File: config.mk
export PLATFORM = sky130hd
export DESIGN_NAME = instruction_loader
export DESIGN_NICKNAME = d
export VERILOG_FILES = /design/src/rtl/mips_pkg.sv /design/src/rtl/byte_assembler.sv /design/src/rtl/instruction_loader.sv
export SDC_FILE = /design/constraint.sdc
export NUM_CORES = 1
export LEC_CHECK = 0
export ABC_AREA = 1
export BUFFER_PORTS_ARGS = -buffer_cell sky130_fd_sc_hd__buf_2
export CAP_MARGIN = 20
export CORE_MARGIN = 4
export CORE_UTILIZATION = 30
export CTS_BUF_LIST = sky130_fd_sc_hd__clkbuf_16
export DETAILED_ROUTE_END_ITERATION = 10
export GPL_TIMING_DRIVEN = 0
export PLACE_DENSITY = 0.46
export SLEW_MARGIN = 10
export SYNTH_ARGS = -nofsm -noshare
export SYNTH_HDL_FRONTEND = slang
export SYNTH_SLANG_ARGS = --single-unit
File: constraint.sdc
create_clock -name clk -period 1.9 [get_ports clk]
set_input_delay 0.38 -clock clk [delete_from_list [all_inputs] [get_ports clk]]
set_output_delay 0.38 -clock clk [all_outputs]
set_load 0.03 [all_outputs]
File: src/rtl/mips_pkg.sv
// Purpose : shared constants and types for the instruction RAM writer and the RAM itself.
// Latency : n/a (package).
// Backpressure: n/a (package).
// Contents: loader state encodings, default HALT word, default instruction RAM depth.
package mips_pkg;

   // Word width of the instruction RAM port
   localparam int LEN = 32;

   // Default number of instruction words, shared with ram_instrucciones
   localparam int RAM_DEPTH_DEF = 2048;

   // Word that terminates a program; it is itself stored in the RAM
   localparam logic [31:0] HALT_WORD_DEF = 32'hFFFF_FFFF;

   // Loader state encodings
   localparam logic [1:0] IDLE  = 2'd0;
   localparam logic [1:0] LOAD  = 2'd1;
   localparam logic [1:0] DONE  = 2'd2;
   localparam logic [1:0] ERROR = 2'd3;

   typedef enum logic [1:0] {
      ST_IDLE  = IDLE,
      ST_LOAD  = LOAD,
      ST_DONE  = DONE,
      ST_ERROR = ERROR
   } loader_state_t;

endpackage

File: src/rtl/byte_assembler.sv
// Purpose : packs four received bytes into one big-endian 32-bit word (first byte -> bits 31:24).
// Latency : word_valid/word are combinational with the 4th byte strobe (same cycle).
// Backpressure: none; accepts one byte per cycle, every cycle.
// Ports   : clk, reset (async, active-low), clear (sync, drops any partial word),
//           rx_data/rx_done (byte + strobe), word_valid (1-cycle pulse), word (assembled value).
module byte_assembler (
   input  logic        clk,
   input  logic        reset,
   input  logic        clear,
   input  logic [7:0]  rx_data,
   input  logic        rx_done,
   output logic        word_valid,
   output logic [31:0] word
);

   logic [1:0]  byte_cnt;
   logic [23:0] shift_q;   // the three bytes received so far, oldest in the top byte

   always_ff @(posedge clk or negedge reset) begin
      if (!reset) begin
         byte_cnt <= 2'd0;
         shift_q  <= 24'd0;
      end else if (clear) begin
         byte_cnt <= 2'd0;
         shift_q  <= 24'd0;
      end else if (rx_done) begin
         // Counter wraps to 0 on the 4th byte, so the next strobe is byte 0 of a new word
         byte_cnt <= byte_cnt + 2'd1;
         shift_q  <= {shift_q[15:0], rx_data};
      end
   end

   // The 4th byte goes straight into the LSB so the word is ready in its strobe cycle
   assign word_valid = rx_done && !clear && (byte_cnt == 2'd3);
   assign word       = {shift_q, rx_data};

endmodule

File: src/rtl/instruction_loader.sv
// Purpose : writes a byte-streamed program into the instruction RAM at word addresses 0,1,2,...
// Latency : 4th byte strobe in cycle N -> wea in N+1; done/error visible in N+2.
// Backpressure: none; one byte per cycle sustained, bytes outside LOAD are dropped.
// Ports   : clk, reset (async, active-low), in_start/in_clear (control pulses),
//           in_rx_data/in_rx_done (UART byte stream), out_wea/out_addra/out_dina (RAM write port),
//           out_busy/out_done/out_error (state flags), out_word_count (words written since start).
module instruction_loader
   import mips_pkg::*;
#(
   parameter int              len       = 32,
   parameter int              RAM_DEPTH = RAM_DEPTH_DEF,
   parameter logic [len-1:0]  HALT_WORD = HALT_WORD_DEF
) (
   input  logic           clk,
   input  logic           reset,
   input  logic           in_start,
   input  logic           in_clear,
   input  logic [7:0]     in_rx_data,
   input  logic           in_rx_done,
   output logic           out_wea,
   output logic [len-1:0] out_addra,
   output logic [len-1:0] out_dina,
   output logic           out_busy,
   output logic           out_done,
   output logic           out_error,
   output logic [len-1:0] out_word_count
);

   // Full-width compare value, so the pointer never aliases and never wraps
   localparam logic [len-1:0] LAST_ADDR = len'(RAM_DEPTH - 1);

   loader_state_t  state;
   logic           start_acc;
   logic           clear_acc;
   logic           asm_rx;
   logic           asm_word_vld;
   logic [len-1:0] asm_word;

   // in_clear has priority over in_start; each is only honoured in its own states
   assign start_acc = (state == ST_IDLE) && in_start && !in_clear;
   assign clear_acc = ((state == ST_DONE) || (state == ST_ERROR)) && in_clear;

   // Bytes only reach the assembler while loading
   assign asm_rx = in_rx_done && (state == ST_LOAD);

   byte_assembler u_asm (
      .clk        (clk),
      .reset      (reset),
      .clear      (start_acc),
      .rx_data    (in_rx_data),
      .rx_done    (asm_rx),
      .word_valid (asm_word_vld),
      .word       (asm_word)
   );

   // out_word_count doubles as the write pointer: both start at 0 on start
   // and both advance at the end of every wea cycle.
   always_ff @(posedge clk or negedge reset) begin
      if (!reset) begin
         state          <= ST_IDLE;
         out_wea        <= 1'b0;
         out_addra      <= '0;
         out_dina       <= '0;
         out_busy       <= 1'b0;
         out_done       <= 1'b0;
         out_error      <= 1'b0;
         out_word_count <= '0;
      end else begin
         out_wea <= 1'b0;
         case (state)
            ST_IDLE: begin
               if (start_acc) begin
                  state          <= ST_LOAD;
                  out_busy       <= 1'b1;
                  out_addra      <= '0;
                  out_word_count <= '0;
               end
            end

            ST_LOAD: begin
               // Terminal decisions use the word currently on the RAM port (the wea cycle)
               if (out_wea) begin
                  out_word_count <= out_word_count + len'(1);
                  if (out_dina == HALT_WORD) begin
                     state    <= ST_DONE;
                     out_busy <= 1'b0;
                     out_done <= 1'b1;
                  end else if (out_addra == LAST_ADDR) begin
                     state     <= ST_ERROR;
                     out_busy  <= 1'b0;
                     out_error <= 1'b1;
                  end
               end
               // A new word needs four strobes, so it never coincides with a wea cycle
               if (asm_word_vld) begin
                  out_wea   <= 1'b1;
                  out_dina  <= asm_word;
                  out_addra <= out_word_count;
               end
            end

            ST_DONE, ST_ERROR: begin
               if (clear_acc) begin
                  state     <= ST_IDLE;
                  out_done  <= 1'b0;
                  out_error <= 1'b0;
               end
            end

            default: begin
               state <= ST_IDLE;
            end
         endcase
      end
   end

endmodule

==> run metrics <==
post-DP HPWL 13800 µm; Synth warnings 0; clk buf depth 2; LEAKAGE 0.00377 µW; Fill cells 2070; vias in the first global route 5099; grt ovf 0; Critical Path RT 2240 ps; CTS tree yes; internal power 5740 µW; clk root buf clkbuf_16; Sinks on Clock Net 128; largest net degree at the start of global routing 75; Setup-failing EPs final 0; ranking of synthesized cells by area dfrtp_1 54%, nand2_1 13%, nor2_1 6.1%; Fmax achieved 0.570 GHz; commonest non-fill, non-tap cell in the layout nand2_1; Detailed Route WL 18600 µm; register area share after synthesis 0.541; post-synth top area cell dfrtp_1; clk slew on worst S/H paths 60 ps; Pre-antenna DRT Iters 5; Synth top area share 0.541; layout cell share with drive strength beyond 1 0.203; GRT Resource Usage Total 0.173; Core Area 0.0195 mm²; Cells after DPL 1129; status finished, final reports clean; Via Count 5341; die height 149 µm; pre-CTS WS -98.3 ps; placer congestion estimate 0.820; Port Buffers 112; Num CTS Buffers 17; Final nets 903; Area Overhead vs Synth 27.5%; Max Slew Vio Count 0; detailed-route DRC error count 0; antenna viol nets, final 0; first-pass GRT wire length 29500 µm; worst setup margin 146 ps; Synth Instances 751; crit end category register; worst hold path type in2reg; Power per Cell Area 1150 mW/mm²; combinational share of power 0.238; Die Footprint 0.0221 mm²; sequential share of power 0.388; #FFs+latches synth 128; dominant synthesized flop cell dfrtp_1; via/cell ratio 4.58; initial core utilization 0.304; Hold Fails Final Rpt 0; Core Rows 51; WL/cell 16.0 µm; CP Data Arrival Time 2100 ps; Sw Ratio 0.340; drt first-iter violations 285; post-synthesis cell area 0.00592 mm²; Setup crit start kind register; asr flop ratio synth 1.00; WS Path Type reg2reg; max-cap check violation count 0; number of distinct library cells after synthesis 28; Die Wd 149 µm; Post-synth EDFFs 0; worst-skew pair later-pin latency 420 ps; skew final 8.45 ps; Ports 113; peak supply drop 630 µV; htree depth 4; Least-Margin Pin Slew 653 ps; Max-slew headroom 0.565; period utilization 0.923; Net Sw Power 2960 µW; Mapped Avg Cell Area 7.89 µm²; CP max FO 10; power share of the clock group 0.374; commonest cells after routing, fill and taps aside 199 x nand2_1, 126 x dfrtp_1, 116 x buf_2, 94 x nor2_1, 93 x inv_1; final worst path period need 1750 ps; ANT cells 0; initial antenna violation count 0; Synth Net Count 766; Non-Filler Instances 1166
-- sequential cells by signal, indices dropped and copies added (netlist names) --
register / flops
out_addra: 32
out_dina: 32
out_word_count: 32
u_asm.shift_q: 24
state: 2
u_asm.byte_cnt: 2
out_busy: 1
out_done: 1
out_error: 1
out_wea: 1
-- Yosys cell counts, types with 11 or more instances --
master and instances:
o22ai_1 24, buf_2 11, clkbuf_1 12, nand2_1 199, nand3_1 61, nor2_1 97, o21ai_1 11, o21ai_0 56
dfrtp_1 128, inv_1 90, a21oi_1 12, nor3_1 13
-- routing by layer --
metal,vias to the layer above,share of wire,GRT usage
li1,2690,-,-
met1,2524,0.52,0.269
met2,117,0.42,0.242
met3,10,0.046,0.0417
met4,0,0.011,0.0411
met5,-,0,0
-- through the flow --
step           hold WS (ps)  TNS, ps  total power (µW)  instance area, µm²  utilization
6_report                247        0              8690                7550        0.388
5_1_grt                 242    -8.69              9170                7550        0.388
4_1_cts                 233        0              8740                7460        0.383
3_5_place_dp            385    -1220              5420                6850        0.352
3_3_place_gp            471  -187090              5410                6820        0.350
2_1_floorplan          84.4        0              4690                5920            -
-- critical path, cell delays in order, from the launching register on --
cell     delay, ps
dfrtp_2        440
nor2_2         170
nand2_1        120
buf_4          220
nand2_8        110
inv_2           90
nor2_1         160
nand3_1        150
nand2_1         90
nand2_1         50
nor2_1         100
-- what timing repair did --
item                       CTS  global route
setup endpoints to repair   23            39
pin swaps                    1             2
hold endpoints to repair    54             0
hold buffers                 1             0
buffers inserted             2             2
gates resized for setup      3            22
-- worst paths after layout --
kind	depth (start not counted)	start	slack, ps	to
setup reg to reg	10	state[1]	150	out_word_count[27]
max in group asynchronous	3	reset	650	u_asm.shift_q[3]
setup / recovery	10	state[1]	150	out_word_count[27]
hold reg to reg	2	out_done	490	out_done
hold / removal	3	in_rx_data[5]	250	u_asm.shift_q[5]
min in group asynchronous	2	reset	490	out_addra[23]
-- power groups by stage --
| stage | sequential [µW] | clock (µW) | combinational, µW |
|---|---|---|---|
| detailed placement | 3410 | 0 | 2010 |
| CTS | 3370 | 3320 | 2050 |
| floorplan | 3730 | 0 | 953 |
| global placement | 3410 | 0 | 1990 |
| global route | 3420 | 3450 | 2300 |
| finish | 3370 | 3250 | 2070 |
-- layout make-up --
type | count | area (µm²) | area share
buffer | 27 | 144 | 0.0191
clock buffer | 17 | 425 | 0.0563
clock inverter | 15 | 153 | 0.0202
inverter | 94 | 353 | 0.0467
multi-input combinational | 502 | 2310 | 0.305
sequential | 128 | 3210 | 0.424
tap | 265 | 332 | 0.0439
timing repair buffer | 118 | 634 | 0.0840
-- kinds of logic after synthesis --
| kind of cell | Yosys count | share of synthesized area |
|---|---|---|
| DFF | 128 | 0.541 |
| and+or+nand+nor | 393 | 0.277 |
| AOI/OAI and AO/OA | 107 | 0.0980 |
| buffers and inverters | 121 | 0.0805 |
| adders and majority gates | 2 | 0.00422 |
Power figures use the tool's default switching activity.
